[src/rtl/uart_pkg.sv]
// Shared types and helpers for the UART transmit path.
package uart_pkg;

   localparam int CLK_HZ = 50_000_000;

   typedef enum logic [1:0] {
      PAR_NONE,
      PAR_ODD,
      PAR_EVEN
   } parity_t;

   typedef enum logic [2:0] {
      IDLE,
      START,
      DATA,
      PARITY,
      STOP
   } tx_state_t;

   // Clock cycles per bit for a given baud rate, rounded to nearest.
   function automatic int div_ratio(input int baud);
      return (CLK_HZ + baud / 2) / baud;
   endfunction

endpackage

[src/rtl/uart_tx_fifo_if.sv]
// Producer-side valid/ready write channel into the UART transmitter.
interface uart_tx_fifo_if #(
   parameter int DATA_BITS = 8
) ();

   logic [DATA_BITS-1:0] tx_data;
   logic                 tx_valid;
   logic                 tx_ready;

   modport master (output tx_data, output tx_valid, input tx_ready);
   modport slave  (input tx_data, input tx_valid, output tx_ready);

endinterface

[src/rtl/uart_sync_fifo.sv]
// Single-clock FIFO with a registered head-of-queue output.
// rd_data always holds the oldest entry one cycle after it becomes the head,
// so the consumer can pop and use rd_data on the same edge.
module uart_sync_fifo
   import uart_pkg::*;
#(
   parameter int WIDTH = 8,
   parameter int DEPTH = 8,
   localparam int AW = $clog2(DEPTH),
   localparam int LW = AW + 1
) (
   input  logic             clk,
   input  logic             rst,
   input  logic             push,
   input  logic [WIDTH-1:0] wr_data,
   input  logic             pop,
   output logic [WIDTH-1:0] rd_data,
   output logic             full,
   output logic             empty,
   output logic [LW-1:0]    level,
   output logic [LW-1:0]    level_next
);

   logic [WIDTH-1:0] mem [DEPTH];
   logic [AW-1:0]    wr_ptr_reg;
   logic [AW-1:0]    rd_ptr_reg;
   logic [AW-1:0]    rd_ptr_next;
   logic [LW-1:0]    level_reg;
   logic             full_reg;
   logic [WIDTH-1:0] rd_data_reg;
   logic             push_ok;
   logic             pop_ok;

   // Writes while full are dropped entirely; pops on empty are ignored.
   assign push_ok     = push && !full_reg;
   assign pop_ok      = pop && (level_reg != '0);
   assign rd_ptr_next = pop_ok ? rd_ptr_reg + 1'b1 : rd_ptr_reg;

   // Occupancy after this edge; push and pop together leave it unchanged.
   always_comb begin
      level_next = level_reg;
      if (push_ok && !pop_ok) begin
         level_next = level_reg + 1'b1;
      end else if (pop_ok && !push_ok) begin
         level_next = level_reg - 1'b1;
      end
   end

   // Pointers, level and full flag; full reads 1 during reset so nothing is accepted.
   always_ff @(posedge clk or negedge rst) begin
      if (!rst) begin
         wr_ptr_reg <= '0;
         rd_ptr_reg <= '0;
         level_reg  <= '0;
         full_reg   <= 1'b1;
      end else begin
         if (push_ok) begin
            wr_ptr_reg <= wr_ptr_reg + 1'b1;
         end
         rd_ptr_reg <= rd_ptr_next;
         level_reg  <= level_next;
         full_reg   <= (level_next == LW'(DEPTH));
      end
   end

   // Storage array and registered head read, bypassing a write into the new head slot.
   always_ff @(posedge clk) begin
      if (push_ok) begin
         mem[wr_ptr_reg] <= wr_data;
      end
      rd_data_reg <= (push_ok && (wr_ptr_reg == rd_ptr_next)) ? wr_data : mem[rd_ptr_next];
   end

   assign rd_data = rd_data_reg;
   assign full    = full_reg;
   assign empty   = (level_reg == '0);
   assign level   = level_reg;

endmodule

[src/rtl/uart_tx_fifo.sv]
// UART transmitter fed by a FIFO; queued frames are sent back-to-back.
module uart_tx_fifo
   import uart_pkg::*;
#(
   parameter int DATA_BITS  = 8,
   parameter int PARITY     = 0,
   parameter int STOP_BITS  = 1,
   parameter int DIV_RATIO  = div_ratio(115_200),
   parameter int FIFO_DEPTH = 8,
   localparam int LW = $clog2(FIFO_DEPTH) + 1
) (
   input  logic          clk,
   input  logic          rst,
   uart_tx_fifo_if.slave bus,
   output logic          tx_line,
   output logic          busy,
   output logic [LW-1:0] fifo_level
);

   localparam int DW = $clog2(DIV_RATIO);

   if (DATA_BITS < 5 || DATA_BITS > 9) begin : g_bad_data_bits
      $error("uart_tx_fifo: DATA_BITS must be 5..9");
   end
   if (PARITY < 0 || PARITY > 2) begin : g_bad_parity
      $error("uart_tx_fifo: PARITY must be 0, 1 or 2");
   end
   if (STOP_BITS < 1 || STOP_BITS > 2) begin : g_bad_stop_bits
      $error("uart_tx_fifo: STOP_BITS must be 1 or 2");
   end
   if (DIV_RATIO < 2) begin : g_bad_div_ratio
      $error("uart_tx_fifo: DIV_RATIO must be at least 2");
   end
   if (FIFO_DEPTH < 2 || (FIFO_DEPTH & (FIFO_DEPTH - 1)) != 0) begin : g_bad_depth
      $error("uart_tx_fifo: FIFO_DEPTH must be a power of two, at least 2");
   end

   tx_state_t            state_reg;
   logic [DW-1:0]        div_reg;
   logic [3:0]           bit_cnt_reg;
   logic [DATA_BITS-1:0] shift_reg;
   logic                 par_reg;
   logic                 tx_line_reg;
   logic                 busy_reg;

   logic                 fifo_full;
   logic                 fifo_empty;
   logic [DATA_BITS-1:0] fifo_rd_data;
   logic [LW-1:0]        fifo_level_next;
   logic                 div_last;
   logic                 stop_done;
   logic                 pop;
   logic                 going_idle;

   uart_sync_fifo #(
      .WIDTH (DATA_BITS),
      .DEPTH (FIFO_DEPTH)
   ) u_fifo (
      .clk        (clk),
      .rst        (rst),
      .push       (bus.tx_valid),
      .wr_data    (bus.tx_data),
      .pop        (pop),
      .rd_data    (fifo_rd_data),
      .full       (fifo_full),
      .empty      (fifo_empty),
      .level      (fifo_level),
      .level_next (fifo_level_next)
   );

   assign div_last  = (div_reg == DW'(DIV_RATIO - 1));
   assign stop_done = (state_reg == STOP) && div_last && (bit_cnt_reg == 4'(STOP_BITS - 1));
   // A word is taken from idle, or on the final stop edge so the next start follows directly.
   assign pop        = !fifo_empty && ((state_reg == IDLE) || stop_done);
   assign going_idle = !pop && ((state_reg == IDLE) || stop_done);

   // Frame sequencer: divider, bit counter, shifter, parity and registered line/busy.
   always_ff @(posedge clk or negedge rst) begin
      if (!rst) begin
         state_reg   <= IDLE;
         div_reg     <= '0;
         bit_cnt_reg <= '0;
         shift_reg   <= '0;
         par_reg     <= 1'b0;
         tx_line_reg <= 1'b1;
         busy_reg    <= 1'b0;
      end else begin
         busy_reg <= !going_idle || (fifo_level_next != '0);
         case (state_reg)
            IDLE: begin
               if (pop) begin
                  shift_reg   <= fifo_rd_data;
                  div_reg     <= '0;
                  bit_cnt_reg <= '0;
                  par_reg     <= 1'b0;
                  tx_line_reg <= 1'b0;
                  state_reg   <= START;
               end
            end
            START: begin
               if (div_last) begin
                  div_reg     <= '0;
                  tx_line_reg <= shift_reg[0];
                  state_reg   <= DATA;
               end else begin
                  div_reg <= div_reg + 1'b1;
               end
            end
            DATA: begin
               if (div_last) begin
                  div_reg   <= '0;
                  par_reg   <= par_reg ^ shift_reg[0];
                  shift_reg <= shift_reg >> 1;
                  if (bit_cnt_reg == 4'(DATA_BITS - 1)) begin
                     bit_cnt_reg <= '0;
                     if (PARITY != 0) begin
                        tx_line_reg <= par_reg ^ shift_reg[0] ^ (PARITY == int'(PAR_ODD));
                        state_reg   <= uart_pkg::PARITY;
                     end else begin
                        tx_line_reg <= 1'b1;
                        state_reg   <= STOP;
                     end
                  end else begin
                     bit_cnt_reg <= bit_cnt_reg + 1'b1;
                     tx_line_reg <= shift_reg[1];
                  end
               end else begin
                  div_reg <= div_reg + 1'b1;
               end
            end
            uart_pkg::PARITY: begin
               if (div_last) begin
                  div_reg     <= '0;
                  tx_line_reg <= 1'b1;
                  state_reg   <= STOP;
               end else begin
                  div_reg <= div_reg + 1'b1;
               end
            end
            STOP: begin
               if (div_last) begin
                  div_reg <= '0;
                  if (bit_cnt_reg == 4'(STOP_BITS - 1)) begin
                     bit_cnt_reg <= '0;
                     if (pop) begin
                        shift_reg   <= fifo_rd_data;
                        par_reg     <= 1'b0;
                        tx_line_reg <= 1'b0;
                        state_reg   <= START;
                     end else begin
                        tx_line_reg <= 1'b1;
                        state_reg   <= IDLE;
                     end
                  end else begin
                     bit_cnt_reg <= bit_cnt_reg + 1'b1;
                  end
               end else begin
                  div_reg <= div_reg + 1'b1;
               end
            end
            default: begin
               state_reg   <= IDLE;
               tx_line_reg <= 1'b1;
            end
         endcase
      end
   end

   assign bus.tx_ready = ~fifo_full;
   assign tx_line      = tx_line_reg;
   assign busy         = busy_reg;

endmodule

[src/flat_wrapper.sv]
// flat-port wrapper written by rule: the top's interface ports become plain ports
module uart_tx_fifo_flat import uart_pkg::*;
#(
   parameter int DATA_BITS  = 8,
   parameter int PARITY     = 0,
   parameter int STOP_BITS  = 1,
   parameter int DIV_RATIO  = div_ratio(115_200),
   parameter int FIFO_DEPTH = 8,
   localparam int LW = $clog2(FIFO_DEPTH) + 1
)
  (clk, rst, tx_line, busy, fifo_level, bus_tx_data, bus_tx_valid, bus_tx_ready);
  uart_tx_fifo_if #(.DATA_BITS(DATA_BITS)) bus_i ();
  input  logic clk;
  input  logic rst;
  output logic tx_line;
  output logic busy;
  output logic [LW-1:0] fifo_level;
  input wire logic [$bits(bus_i.tx_data)-1:0] bus_tx_data;
  input wire logic [$bits(bus_i.tx_valid)-1:0] bus_tx_valid;
  output wire logic [$bits(bus_i.tx_ready)-1:0] bus_tx_ready;
  assign bus_i.tx_data = bus_tx_data;
  assign bus_i.tx_valid = bus_tx_valid;
  assign bus_tx_ready = bus_i.tx_ready;
  uart_tx_fifo #(.DATA_BITS(DATA_BITS), .PARITY(PARITY), .STOP_BITS(STOP_BITS), .DIV_RATIO(DIV_RATIO), .FIFO_DEPTH(FIFO_DEPTH)) u_core (.clk(clk), .rst(rst), .bus(bus_i), .tx_line(tx_line), .busy(busy), .fifo_level(fifo_level));
endmodule
[config.mk]
export PLATFORM = sky130hd
export DESIGN_NAME = uart_tx_fifo_flat
export DESIGN_NICKNAME = d
export VERILOG_FILES = /design/src/rtl/uart_pkg.sv /design/src/rtl/uart_tx_fifo_if.sv /design/src/rtl/uart_sync_fifo.sv /design/src/rtl/uart_tx_fifo.sv /design/src/flat_wrapper.sv
export SDC_FILE = /design/constraint.sdc
export NUM_CORES = 1
export LEC_CHECK = 0
export CAP_MARGIN = 20
export CORE_MARGIN = 5
export CORE_UTILIZATION = 50
export DETAILED_ROUTE_END_ITERATION = 12
export PLACE_DENSITY = 0.75
export SLEW_MARGIN = 10
export SYNTH_ARGS = -nofsm -noshare
export SYNTH_HDL_FRONTEND = slang
export SYNTH_HIERARCHICAL = 1
export SYNTH_SLANG_ARGS = --single-unit
[constraint.sdc]
create_clock -name clk -period 5.3 [get_ports clk]
set_clock_uncertainty 0.05 [all_clocks]
set_input_delay 0.795 -clock clk [delete_from_list [all_inputs] [get_ports clk]]
set_output_delay 0.795 -clock clk [all_outputs]
set_load 0.02 [all_outputs]
==> results.py <==
metrics = {
    "outcome": {
        "status": "finished clean",
    },
    "synth": {
        "synthTopCellsByCount": "edfxtp_1 (64), dfrtp_1 (35), o21ai_0 (21)",
        "synth.ff_latch_count": 104,
        "synthCells": 345,
        "yosys.area_share.xor_xnor_pct": 2.217,
        "synthesis.area_um2": 4741,
        "yosys.area_share.adder_pct": 2.111,
        "synth_top_family_by_area": "simple AND/OR/NAND/NOR gates",
        "yosysUniqueCellTypes": 58,
        "synthMuxAreaShare_pct": 9.976,
        "ys_warn_count": 6,
        "synth_top_area_share_pct": 40.54,
        "yosys.area.top_type": "edfxtp_1",
        "synthFlopType": "edfxtp_1",
        "synthTopCellsByArea": "edfxtp_1 (41%), dfrtp_1 (18%), mux4_2 (7.6%)",
        "avgSynthCellArea_um2": 13.74,
        "ys_async_sr_fraction_pct": 35.58,
        "synthMostInstantiatedCell": "edfxtp_1",
        "yosys.area_share.simple_pct": 12.88,
        "synth_compound_area_share_pct": 9.369,
        "seq_area_frac_synth_pct": 61.39,
        "synth_edf_count": 64,
        "synth.net_count": 364,
    },
    "power_and_ir_drop": {
        "p_int_w": 0.001633,
        "peakVddDrop_mv": 0.2701,
        "finalPower_w": 0.002477,
        "power_frac_comb_pct": 31.0,
        "p_seq_share_pct": 48.7,
        "p_sw_share_pct": 34.06,
        "p_per_area_nw_per_um2": 470.4,
        "p_sw_w": 0.0008435,
        "p_clk_share_pct": 20.3,
        "leakage_nw": 1.885,
    },
    "timing": {
        "slew_viol_final": 0,
        "fin_ws_ns": 1.937,
        "min_period_over_period_pct": 63.45,
        "finalHoldViolCount": 0,
        "rsz0062_at_grt": "false",
        "fmax_mhz": 297.4,
        "fin_tns_setup_ns": 0,
        "finalSetupViolCount": 0,
        "relSlewSlack_pct": 41.52,
        "tightest_slew_ns": 0.8772,
        "fin_crit_ns": 3.363,
    },
    "layout": {
        "largest_reg_flops": 64,
        "drive_gt1_share_pct": 17.03,
        "final_area_um2": 5265,
        "syn_to_final_growth_pct": 11.06,
        "antenna_cells": 0,
        "finalNetCount": 384,
    },
    "drt": {
        "drt-total-wl_um": 8625,
        "firstDrtPassIters": 4,
        "ant_nets": 0,
        "drc": 0,
        "num_vias": 2882,
        "routed_via_density": 5.776,
        "drt-initial-drc-count": 108,
        "wire_per_inst_um": 17.28,
    },
    "placement": {
        "gp_congestion": 0.8642,
        "placed_area_um2": 5057,
        "numPortBuffers": 17,
        "place_worst_setup_slack_ns": 1.982,
        "hpwl_um": 5772,
    },
    "worst_setup_path": {
        "path_class": "reg2reg",
        "critPathMaxFanout": 14,
        "end_kind": "register",
        "required_ns": 5.55,
        "timing.rr.start": "u_core/u_fifo/level[0]",
        "worstSetupStartpointType": "register",
        "cp-startpoint": "u_core/u_fifo/level[0]",
        "arrival_ns": 3.61,
    },
    "run": {
        "maxCapViolCount": 0,
    },
    "clocking": {
        "cts_resized": 0,
        "clock_sinks": 104,
        "hold_buffers": 0,
        "insertion_delay_ns": 0.37,
        "clock-root-buffer": "clkbuf_8",
        "clockBufferDepth": 2,
        "cts_setup_buffers": 0,
        "clk_pin_slew_ns": 0.11,
        "cts_tree": "yes",
        "htreeDepth": 3,
        "numCtsBuffers": 9,
    },
    "global_route": {
        "grt_pass1_vias": 2899,
        "grt_pass1_wl_um": 14440,
        "grt_max_degree": 38,
        "grt-ovfl-total": 0,
        "antenna_found_initial": 0,
        "grt_usage_pct": 16.04,
    },
    "min_path": {
        "hold_start": "u_core/u_fifo/rd_ptr_reg[2]",
        "hold_path_class": "reg2reg",
    },
    "floorplan": {
        "coreArea_um2": 9240,
        "rows": 35,
        "dieArea_um2": 11530,
        "dieWidth_um": 107.4,
        "io_pins": 18,
        "initial_core_util_pct": 51.31,
        "die_y_um": 107.4,
    },
}
## kinds of logic after synthesis
logic type	count (synthesis)
XOR/XNOR	12
AO/OA/AOI/OAI	64
adder cells (fa/ha/maj)	8
buffers and inverters	24
flip-flops	104
multiplexers	26
AND/OR/NAND/NOR	107
## final timing paths
check	end	depth (start not counted)	slack [ns]
min in group asynchronous	u_core/div_reg[1]	1	0.47
setup / recovery	u_core/busy	11	1.94
hold reg to reg	u_core/u_fifo/rd_ptr_reg[2]	1	0.42
hold / removal	u_core/u_fifo/rd_ptr_reg[2]	1	0.42
setup reg to reg	u_core/busy	11	1.94
max in group asynchronous	u_core/u_fifo/rd_ptr_reg[2]	1	4.19
## worst max-delay path: stages, from the launching register on
cell and delay [ns]:
dfrtp_1 0.46, inv_1 0.07, ha_1 0.21, or3b_4 0.27
clkinv_2 0.18, or3_1 0.40, nor2_1 0.44, and2_2 0.30
a21oi_1 0.08, o32ai_1 0.56, nor4_1 0.16, nand4b_1 0.12
## stage by stage
stage	utilization [%]	std cells	hold slack, ns
global route	56.98	499	0.4523
floorplan	-	345	0.3885
global placement	54.73	483	0.4047
detailed placement	54.73	483	0.4092
finish	56.98	499	0.4239
CTS	56.98	499	0.4284
## cell usage in the layout, fill, tap and decap left out, types with 3 or more instances in the layout
cell,synthesis,final
a211o_1,3,3
a21o_1,5,5
a21oi_1,7,7
a2bb2oi_1,7,7
a31oi_1,3,3
buf_4,0,7
clkbuf_8,0,9
clkdlybuf4s50_1,0,16
dfrtp_1,35,35
dfxtp_1,3,3
edfxtp_1,64,64
ha_1,8,8
inv_1,8,8
inv_8,0,3
mux2_2,10,10
mux4_2,16,16
nand2_1,20,20
nand2b_1,4,4
nand3_1,6,6
nor2_1,19,19
nor2b_1,9,9
nor3_1,19,19
nor3b_1,3,3
nor4_1,7,7
o21ai_0,21,21
xnor2_1,12,12
## final cells by class
class / instances / area (µm²)
Fill cell: 748 / 3975
Sequential cell: 104 / 2910
Multi-Input combinational cell: 217 / 1733
Timing Repair Buffer: 24 / 217.7
Tap cell: 129 / 161.4
Clock buffer: 9 / 123.9
Clock inverter: 7 / 83.83
Inverter: 9 / 35.03
## metal layers
layer / part of all wire (%) / global-route usage, % / up-vias / wire length (µm)
li1: - / - / 1373 / -
met1: 45 / 21.04 / 1455 / 3856
met2: 51 / 26.99 / 48 / 4402
met3: 3.5 / 4.019 / 6 / 298
met4: 0.79 / 3.787 / 0 / 68
met5: 0 / 0 / - / 0
## power by group through the flow
| stage | Sequential, W | Combinational [W] | Clock, W |
|---|---|---|---|
| finish | 0.00121 | 0.000768 | 0.000502 |
| global route | 0.00123 | 0.000845 | 0.000557 |
| CTS | 0.00121 | 0.000777 | 0.000517 |
| detailed placement | 0.00123 | 0.000772 | 0 |
| global placement | 0.00121 | 0.000752 | 0 |
| floorplan | 0.00117 | 0.000591 | 0 |
No activity file was read; power rests on OpenSTA's default activity.
